`src/rtl/ps2_pkg.sv`:
```
// Shared PS/2 receive definitions: frame state encoding, frame geometry and the
// scancode prefixes the downstream keyboard command controller also decodes.
package ps2_pkg;

    typedef enum logic [1:0] {
        IDLE,
        DATA,
        PARITY,
        STOP
    } rx_state_t;

    localparam int         FRAME_DATA_BITS = 8;
    localparam logic [7:0] SC_BREAK        = 8'hF0;
    localparam logic [7:0] SC_EXTENDED     = 8'hE0;

    // Odd parity holds when data plus parity bit carry an odd number of ones.
    function automatic logic odd_parity_ok(input logic [7:0] data, input logic parity);
        return ^{data, parity};
    endfunction

endpackage

```
`src/rtl/ps2_scancode_rx_if.sv`:
```
// Pin and scancode bundle between the PS/2 receiver and its neighbours: the
// device side drives the pins, the receiver side returns decoded bytes.
interface ps2_scancode_rx_if;

    logic       ps2_clock;
    logic       ps2_data;
    logic [7:0] scancode;
    logic       valid;
    logic       parity_err;
    logic       frame_err;

    modport master (
        output ps2_clock, ps2_data,
        input  scancode, valid, parity_err, frame_err
    );

    modport slave (
        input  ps2_clock, ps2_data,
        output scancode, valid, parity_err, frame_err
    );

endinterface

```
`src/rtl/ps2_clock_filter.sv`:
```
// Synchronises both PS/2 pins, de-glitches the clock and emits a one-cycle
// pulse on each settled falling edge of the filtered clock.
module ps2_clock_filter #(
    parameter int SYNC_STAGES = 2,
    parameter int FILTER_LEN  = 8
) (
    input  logic clk_in,
    input  logic reset_n,
    input  logic ps2_clock_i,
    input  logic ps2_data_i,
    output logic sync_data_o,
    output logic fall_o
);

    localparam int CW = $clog2(FILTER_LEN + 1);

    logic [SYNC_STAGES-1:0] clk_sync_q;
    logic [SYNC_STAGES-1:0] data_sync_q;
    logic [CW-1:0]          cnt_q, cnt_d;
    logic                   filt_q, filt_d;
    logic                   filt_prev_q;
    logic                   sync_clk;

    assign sync_clk    = clk_sync_q[SYNC_STAGES-1];
    assign sync_data_o = data_sync_q[SYNC_STAGES-1];
    assign fall_o      = filt_prev_q & ~filt_q;

    // NOTE: sequential state uses non-blocking assignments so every flop samples pre-edge values.
    always_ff @(posedge clk_in or negedge reset_n) begin
        if (!reset_n) begin
            clk_sync_q  <= '1;
            data_sync_q <= '1;
            cnt_q       <= '0;
            filt_q      <= 1'b1;
            filt_prev_q <= 1'b1;
        end else begin
            clk_sync_q  <= {clk_sync_q[SYNC_STAGES-2:0], ps2_clock_i};
            data_sync_q <= {data_sync_q[SYNC_STAGES-2:0], ps2_data_i};
            cnt_q       <= cnt_d;
            filt_q      <= filt_d;
            filt_prev_q <= filt_q;
        end
    end

    // NOTE: defaults first so every path assigns every output and no latch is inferred.
    always_comb begin
        cnt_d  = '0;
        filt_d = filt_q;
        if (sync_clk != filt_q) begin
            if (cnt_q == CW'(FILTER_LEN - 1)) begin
                filt_d = ~filt_q;
            end else begin
                cnt_d = cnt_q + CW'(1);
            end
        end
    end

endmodule

```
`src/rtl/ps2_scancode_rx.sv`:
```
// PS/2 device-to-host frame receiver: deserialises start/8 data/parity/stop on
// filtered falling edges and reports good bytes, parity errors and framing errors.
module ps2_scancode_rx
    import ps2_pkg::*;
#(
    parameter int SYNC_STAGES    = 2,
    parameter int FILTER_LEN     = 8,
    parameter int TIMEOUT_CYCLES = 50000
) (
    input  logic             clk_in,
    input  logic             reset_n,
    ps2_scancode_rx_if.slave bus
);

    localparam int BCW = $clog2(FRAME_DATA_BITS);
    localparam int WW  = $clog2(TIMEOUT_CYCLES);

    rx_state_t                  state_q, state_d;
    logic [BCW-1:0]             bit_cnt_q, bit_cnt_d;
    logic [FRAME_DATA_BITS-1:0] shift_q, shift_d;
    logic                       parity_q, parity_d;
    logic [WW-1:0]              wd_q, wd_d;
    logic [7:0]                 scancode_q, scancode_d;
    logic                       valid_q, valid_d;
    logic                       perr_q, perr_d;
    logic                       ferr_q, ferr_d;
    logic                       sync_data;
    logic                       fall;
    logic                       timeout;

    ps2_clock_filter #(
        .SYNC_STAGES (SYNC_STAGES),
        .FILTER_LEN  (FILTER_LEN)
    ) u_filter (
        .clk_in      (clk_in),
        .reset_n     (reset_n),
        .ps2_clock_i (bus.ps2_clock),
        .ps2_data_i  (bus.ps2_data),
        .sync_data_o (sync_data),
        .fall_o      (fall)
    );

    always_ff @(posedge clk_in or negedge reset_n) begin
        if (!reset_n) begin
            state_q    <= IDLE;
            bit_cnt_q  <= '0;
            shift_q    <= '0;
            parity_q   <= 1'b0;
            wd_q       <= '0;
            scancode_q <= 8'h00;
            valid_q    <= 1'b0;
            perr_q     <= 1'b0;
            ferr_q     <= 1'b0;
        end else begin
            state_q    <= state_d;
            bit_cnt_q  <= bit_cnt_d;
            shift_q    <= shift_d;
            parity_q   <= parity_d;
            wd_q       <= wd_d;
            scancode_q <= scancode_d;
            valid_q    <= valid_d;
            perr_q     <= perr_d;
            ferr_q     <= ferr_d;
        end
    end

    // A stalled frame must not be completed by a late edge, so timeout outranks fall.
    assign timeout = (state_q != IDLE) && (wd_q == WW'(TIMEOUT_CYCLES - 1));

    always_comb begin
        state_d    = state_q;
        bit_cnt_d  = bit_cnt_q;
        shift_d    = shift_q;
        parity_d   = parity_q;
        scancode_d = scancode_q;
        valid_d    = 1'b0;
        perr_d     = 1'b0;
        ferr_d     = 1'b0;
        wd_d       = (state_q == IDLE || fall) ? '0 : wd_q + WW'(1);

        if (timeout) begin
            state_d   = IDLE;
            bit_cnt_d = '0;
            ferr_d    = 1'b1;
            wd_d      = '0;
        end else if (fall) begin
            unique case (state_q)
                IDLE: begin
                    if (!sync_data) begin
                        state_d   = DATA;
                        bit_cnt_d = '0;
                    end
                end
                DATA: begin
                    shift_d[bit_cnt_q] = sync_data;
                    bit_cnt_d          = bit_cnt_q + BCW'(1);
                    if (bit_cnt_q == BCW'(FRAME_DATA_BITS - 1)) begin
                        state_d = PARITY;
                    end
                end
                PARITY: begin
                    parity_d = sync_data;
                    state_d  = STOP;
                end
                STOP: begin
                    state_d = IDLE;
                    if (!sync_data) begin
                        ferr_d = 1'b1;
                    end else if (!odd_parity_ok(shift_q, parity_q)) begin
                        perr_d = 1'b1;
                    end else begin
                        valid_d    = 1'b1;
                        scancode_d = shift_q;
                    end
                end
                default: state_d = IDLE;
            endcase
        end
    end

    assign bus.scancode   = scancode_q;
    assign bus.valid      = valid_q;
    assign bus.parity_err = perr_q;
    assign bus.frame_err  = ferr_q;

endmodule

```
`src/flat_wrapper.sv`:
```
// flat-port wrapper written by rule: the top's interface ports become plain ports
module ps2_scancode_rx_flat import ps2_pkg::*;
#(
    parameter int SYNC_STAGES    = 2,
    parameter int FILTER_LEN     = 8,
    parameter int TIMEOUT_CYCLES = 50000
)
  (clk_in, reset_n, bus_ps2_clock, bus_ps2_data, bus_scancode, bus_valid, bus_parity_err, bus_frame_err);
  ps2_scancode_rx_if bus_i ();
  input  logic clk_in;
  input  logic reset_n;
  input wire logic [$bits(bus_i.ps2_clock)-1:0] bus_ps2_clock;
  input wire logic [$bits(bus_i.ps2_data)-1:0] bus_ps2_data;
  output wire logic [$bits(bus_i.scancode)-1:0] bus_scancode;
  output wire logic [$bits(bus_i.valid)-1:0] bus_valid;
  output wire logic [$bits(bus_i.parity_err)-1:0] bus_parity_err;
  output wire logic [$bits(bus_i.frame_err)-1:0] bus_frame_err;
  assign bus_i.ps2_clock = bus_ps2_clock;
  assign bus_i.ps2_data = bus_ps2_data;
  assign bus_scancode = bus_i.scancode;
  assign bus_valid = bus_i.valid;
  assign bus_parity_err = bus_i.parity_err;
  assign bus_frame_err = bus_i.frame_err;
  ps2_scancode_rx #(.SYNC_STAGES(SYNC_STAGES), .FILTER_LEN(FILTER_LEN), .TIMEOUT_CYCLES(TIMEOUT_CYCLES)) u_core (.clk_in(clk_in), .reset_n(reset_n), .bus(bus_i));
endmodule
```
`config.mk`:
```
export PLATFORM = sky130hd
export DESIGN_NAME = ps2_scancode_rx_flat
export DESIGN_NICKNAME = d
export VERILOG_FILES = /design/src/rtl/ps2_pkg.sv /design/src/rtl/ps2_scancode_rx_if.sv /design/src/rtl/ps2_clock_filter.sv /design/src/rtl/ps2_scancode_rx.sv /design/src/flat_wrapper.sv
export SDC_FILE = /design/constraint.sdc
export NUM_CORES = 1
export LEC_CHECK = 0
export CAP_MARGIN = 15
export CELL_PAD_IN_SITES_DETAIL_PLACEMENT = 0
export CELL_PAD_IN_SITES_GLOBAL_PLACEMENT = 1
export CORE_MARGIN = 5
export CORE_UTILIZATION = 47
export CTS_CLUSTER_SIZE = 28
export DETAILED_ROUTE_END_ITERATION = 6
export GPL_ROUTABILITY_DRIVEN = 0
export GPL_TIMING_DRIVEN = 0
export PLACE_DENSITY = 0.79
export SETUP_SLACK_MARGIN = 0.1
export SKIP_LAST_GASP = 1
export SLEW_MARGIN = 10
export SYNTH_ARGS = -nofsm -noshare
export SYNTH_HDL_FRONTEND = slang
export SYNTH_SLANG_ARGS = --single-unit
```
`constraint.sdc`:
```
create_clock -name clk_in -period 2.38 [get_ports clk_in]
set_input_delay 0.238 -clock clk_in [delete_from_list [all_inputs] [get_ports clk_in]]
set_output_delay 0.238 -clock clk_in [all_outputs]
set_load 0.01 [all_outputs]
```
# == Yosys cells after proc, flatten, opt, wreduce, memory -nomap -nowiden ==
# Index checks and enable logic that the tools add are counted.
# word_totals
in_bits,4
register_bits,51
# classes
n_bitwise,3
n_eq_ne,9
n_addsub,3
muxes,30
n_reduce_logical,14
n_lt_le_gt_ge,2
# ops
op,count
two-way mux 16 bit,2
adder 16 x 1 -> 16 bit (second input constant),1
equality test 16 bit (second input constant),1
two-way mux 1 bit,15
AND reduction 3 bit,4
two-way mux 3 bit,3
XOR reduction 9 bit,1
bitwise mux 8 bit,1
two-way mux 2 bit,4
two-way mux 4 bit,2
case mux 2 bit (4 select lines),1
case mux 3 bit (2 select lines),1
AND reduction 5 bit,1
adder 4 x 1 -> 4 bit (second input constant),1
equality test 2 bit (second input constant),2
equality test 4 x 3 -> 1 bit (second input constant),1
< comparator 3 x 4 -> 1 bit (second input constant),1
nonzero test 2 bit,2
adder 3 x 1 -> 3 bit (second input constant),1
demux 1 bit (select 3 bit),1
equality test 3 bit (second input constant),1
greater-or-equal comparator 3 x 1 -> 1 bit (second input constant),1
!= test 3 x 1 -> 1 bit (second input constant),1
!= test 3 x 2 -> 1 bit (second input constant),1
9 further kinds,11

# == Depth between registers and ports, before layout ==
# depth
word_depth,6
ltp_mapped,9
mapped_depth_nobuf,7

# == By module ==
# From an unflattened synthesis, not the netlist that was laid out.
# unflattened
cells_unflattened,207
area_unflattened_um2,2383.5
# modules_own_cells
module,area_each_um2,instances,cells_per_inst
ps2_scancode_rx,2025.7,1,183
ps2_clock_filter,357.8,1,24

# == Least setup slack after synthesis ==
# OpenSTA, ideal clock, no wires.
# synth_path
kind,register -> register
startpoint,reg u_core.state_q[0]
endpoint,reg u_core.wd_q[10]
arrival_time_ns,1.876
required_time_ns,2.259
path_slack_ns,0.382
synth_period_minus_slack_ns,1.998
path_stages_with_launch,10
path_cell_list,dfrtp_1 inv_1 ha_1 nor3b_1 nand3_1 nor2_1 or3_1 clkbuf_1 buf_2 nor2_1
# synth_via
elab_chain_cells,4
elab_cells_between_ends,6
cone_classes,mux (2); reduce/logical (4)
# synth_lines
item,line_no,rtl
start: declaration,ps2_scancode_rx.sv:18,"rx_state_t state_q, state_d;"
start signal: assignment,ps2_scancode_rx.sv:55,state_q <= state_d;
zero test 2 bit,ps2_scancode_rx.sv:79,wd_d = (state_q == IDLE || fall) ? '0 : wd_q + WW'(1);
logical OR 1 bit,ps2_scancode_rx.sv:79,
two-way mux 16 bit,ps2_scancode_rx.sv:79,
two-way mux 16 bit *,ps2_scancode_rx.sv:81,if (timeout) begin
named net u_core.wd_d[10],ps2_scancode_rx.sv:22,"logic [WW-1:0] wd_q, wd_d;"
end signal: assignment,ps2_scancode_rx.sv:59,wd_q <= wd_d;
end: declaration,ps2_scancode_rx.sv:22,
# The timed path passes the listed nets; every way through them passes the cells marked *.
# A chain may end at the register's enable or synchronous reset.

# == Final worst setup path ==
# layout_path
startpoint,reg u_core.shift_q[6]
endpoint,"reg u_core.scancode_q[2], in the netlist u_core.bus.scancode[2]"
# layout_via
elab_chain_cells,2
# layout_lines
item,line_no,rtl
start: declaration,ps2_scancode_rx.sv:20,"logic [FRAME_DATA_BITS-1:0] shift_q, shift_d;"
start signal: assignment,ps2_scancode_rx.sv:57,shift_q <= shift_d;
XOR reduction 9 bit,ps2_pkg.sv:18,"return ^{data, parity};"
AND reduction 5 bit (no source line),-,
end signal: assignment,ps2_scancode_rx.sv:60,scancode_q <= scancode_d;
end: declaration,ps2_scancode_rx.sv:23,"logic [7:0] scancode_q, scancode_d;"
# No other way between the ends.

==> impl_results.md <==
- Combinational power share: 29.2%
- Synth Net Count: 218
- Vias in the first global route: 1534
- Hold path depth: 1
- Syn_area_per_cell: between 10 and 15 um2
- Crit path DAT: 2330 ps
- Clock skew: around 9.9 ps
- Initial antenna violation count: 0
- Synth area leaders: dfrtp_1 48%, mux2_2 8.1%, dfstp_2 6.7%
- Maximum number of pins on one net before global-route repair: 27
- Final core occ: a little under three fifths
- Clock power frac: between 20 and 25%
- Async set-reset flop share out of synthesis: 100%
- Final ANT Viol Nets: 0
- Sequential power share: 48.4%
- Crit Path Class: flop to flop
- Most used DFF post-synth: dfrtp_1
- # diodes: 0
- Final critical-path required period: 2130 ps
- Endpoints failing hold: 0
- Crit start category: flop
- Cell Area, Synth: 2370 um2
- RSZ-0062 raised after global routing: no
- Deepest clock path buffer count: 2
- Global-route wire length before repair: 7070 um
- Worst hold path type: input port to flop
- Tcrit/Tclk final: 89.6%
- GRT Util Overall: 13.9%
- Worst reg2reg setup slack: about 250 ps
- Net Switching: 0.801 mW
- Core area: approximately 4800 um2
- Routed WL: roughly 4100 um
- Worst-path fanout max: 8
- DRC: 0
- Initial DRC count: 48
- Int Pwr: ~1.6 mW
- Final setup vio count: 0
- Port-buffer cells: 14
- Leakage power: roughly 1.2 nW
- Initial DRT Pass Iterations: 4
- Later-pin clock latency in the skew report: 300 ps
- Post-synth top area share: 47.6%
- Largest area contributor in the synthesized netlist: dfrtp_1
- Status: completed
- Layout cells sized above 1: about a fifth
- Hold Path End: u_core.u_filter.data_sync_q[0]
- CTS tree: built
- Die area: 6560 um2
- Num CTS Buffers: 5
- Die Width: ~81 um
- Root Driver: clkbuf_8
- Switch share: 34.0%
- DR WL/cell: 13.7 um
- Cell variety after synth: 34
- Worst hold path startpoint: bus_ps2_data
- Number of synthesized flops with an enable pin: 0
- Effective utilization at floorplan: 49.1%
- Worst slew margin relative to its limit: 60.0%
- Yosys synthesis warning count: 0
- Area Growth Syn to Fin: 16.0%
- Power Density: between 800 and 900 nW/um2
- Max-slew violations: 0
- Clock Sinks: 51
- Vias per inst: 5.16
- Max Cap Viol: 0
- Worst-path clk slew: 100 ps
- Final setup TNS: 0 ps
- Maximum clock rate: 469 MHz
- Slew @ Worst Pin: 600 ps
- IO Pins: 15
- Post-synthesis cell count: 206
- Routed via count: 1534
- Dpl hpwl: roughly 3000 um
- H-tree Lvls: 2
- Seq/Total Area, Yosys: between 50% and 60%
- Critical R2R Launch: u_core.shift_q[6]
- CP Capture Type: flop
- Synth Register Bits: 51
- Peak VDD IR: around 620 uV
- Worst Path Required: between 2000 and 3000 ps
- Worst r2r dst: u_core.bus.scancode[2]
- Setup bufs post-CTS: 0
- Cell Rows: 25
- GRT overflow: 0
- Most common cell in the synthesized netlist: dfrtp_1
- FF-to-FF path depth: 5
- Top cells by count, synth: 45 x dfrtp_1, 24 x nor2_1, 17 x mux2_2, 16 x xnor2_1
- Nets: 241
- Die Height: 81.0 um
## worst max path at each step
stage	startpoint	end	slack (ps)	depth (start not counted)
6_report	u_core.shift_q[6]	u_core.bus.scancode[2]	250	5
5_1_grt	u_core.shift_q[6]	u_core.bus.scancode[3]	110	5
2_1_floorplan	u_core.state_q[0]	u_core.wd_q[10]	380	9
3_5_place_dp	u_core.state_q[0]	u_core.wd_q[13]	-50	9
3_3_place_gp	reset_n	u_core.wd_q[12]	-270	1
4_1_cts	u_core.state_q[0]	u_core.bus.scancode[2]	130	7
## per-stage QoR
| step | worst slack, ps | hold WS, ps | power, mW | cells | instance area [um2] |
|---|---|---|---|---|---|
| after floorplan | 382 | -57.6 | 1.65 | 206 | 2370 |
| after global placement | -275 | 347 | 1.79 | 287 | 2590 |
| after detailed placement | -51.2 | 284 | 1.83 | 288 | 2610 |
| after CTS | 133 | 337 | 2.37 | 297 | 2720 |
| after global routing | 106 | 329 | 2.52 | 297 | 2750 |
| final | 248 | 345 | 2.35 | 297 | 2750 |
## flip-flops by register name, indices dropped and copies added, names as in the netlist
signal                       flops
u_core.bit_cnt_q                 3
u_core.bus.frame_err             1
u_core.bus.parity_err            1
u_core.bus.scancode              8
u_core.bus.valid                 1
u_core.parity_q                  1
u_core.shift_q                   8
u_core.state_q                   2
u_core.u_filter.clk_sync_q       2
u_core.u_filter.cnt_q            4
u_core.u_filter.data_sync_q      2
u_core.u_filter.filt_prev_q      1
u_core.u_filter.filt_q           1
u_core.wd_q                     16
## cell usage in the layout (no fill, tap or decap), types with 2 or more instances in the layout
cell and count:
dfrtp_1 45, nor2_1 23, mux2_2 17, xnor2_1 16, clkdlybuf4s50_1 13, nand2_1 11
nand3_1 10, inv_1 9, nor3_1 7, ha_1 7, xor2_1 6, clkbuf_8 6
dfstp_2 6, nor4_1 5, and3_1 4, o21ai_0 4, nand4_1 3, a21oi_1 3
o31ai_1 3, nor4b_1 2, nor2b_1 2, nor3b_1 2, o21a_1 2, a22o_1 2
## area by class of cell
class,count,area (um2)
clock inverters,2,16.3
repair buffers,16,165
multi-input cells,143,1060
clock buffers,6,82.6
fillers,441,2070
flip-flops and latches,51,1280
plain buffers,3,16.3
well taps,67,83.8
inverters,9,33.8
## critical path, stage by stage (launching register included)
cell and delay, ps:
dfrtp_1 420, xnor2_1 280, xnor2_2 180, xnor3_1 400, nor3_4 350, mux2_2 390
## routing by layer
layer | routed length [um] | global-route usage, % | share of wire [%]
met5 | 0 | 0 | 0
met3 | 151 | 4.10 | 3.7
met1 | 1900 | 17.8 | 47
met2 | 2000 | 22.9 | 49
met4 | 15 | 3.55 | 0.37
## timing repair
item	in CTS	in global routing
hold buffers	1	0
endpoints found under the setup margin	10	23
pin swaps	0	2
gates resized for setup	3	5
hold endpoints to repair	25	0
## power groups by stage
stage / Combinational [mW] / Clock [mW] / Sequential, mW
floorplan: 0.526 / 0 / 1.12
global placement: 0.641 / 0 / 1.15
detailed placement: 0.676 / 0 / 1.16
CTS: 0.692 / 0.541 / 1.14
global route: 0.771 / 0.581 / 1.16
finish: 0.687 / 0.527 / 1.14
## cell families (layout without fill, tap and decap cells)
group / after synthesis / count (layout) / share of synthesized area (%)
flip-flops: 51 / 51 / 54.2
buffers and inverters: 12 / 36 / 1.96
XOR/XNOR: 24 / 24 / 9.78
AND/OR/NAND/NOR: 75 / 75 / 16.0
multiplexers: 17 / 17 / 8.09
adder cells (fa/ha/maj): 8 / 8 / 4.23
AO/OA/AOI/OAI: 19 / 19 / 5.71
No activity file was read; power rests on OpenSTA's default activity.
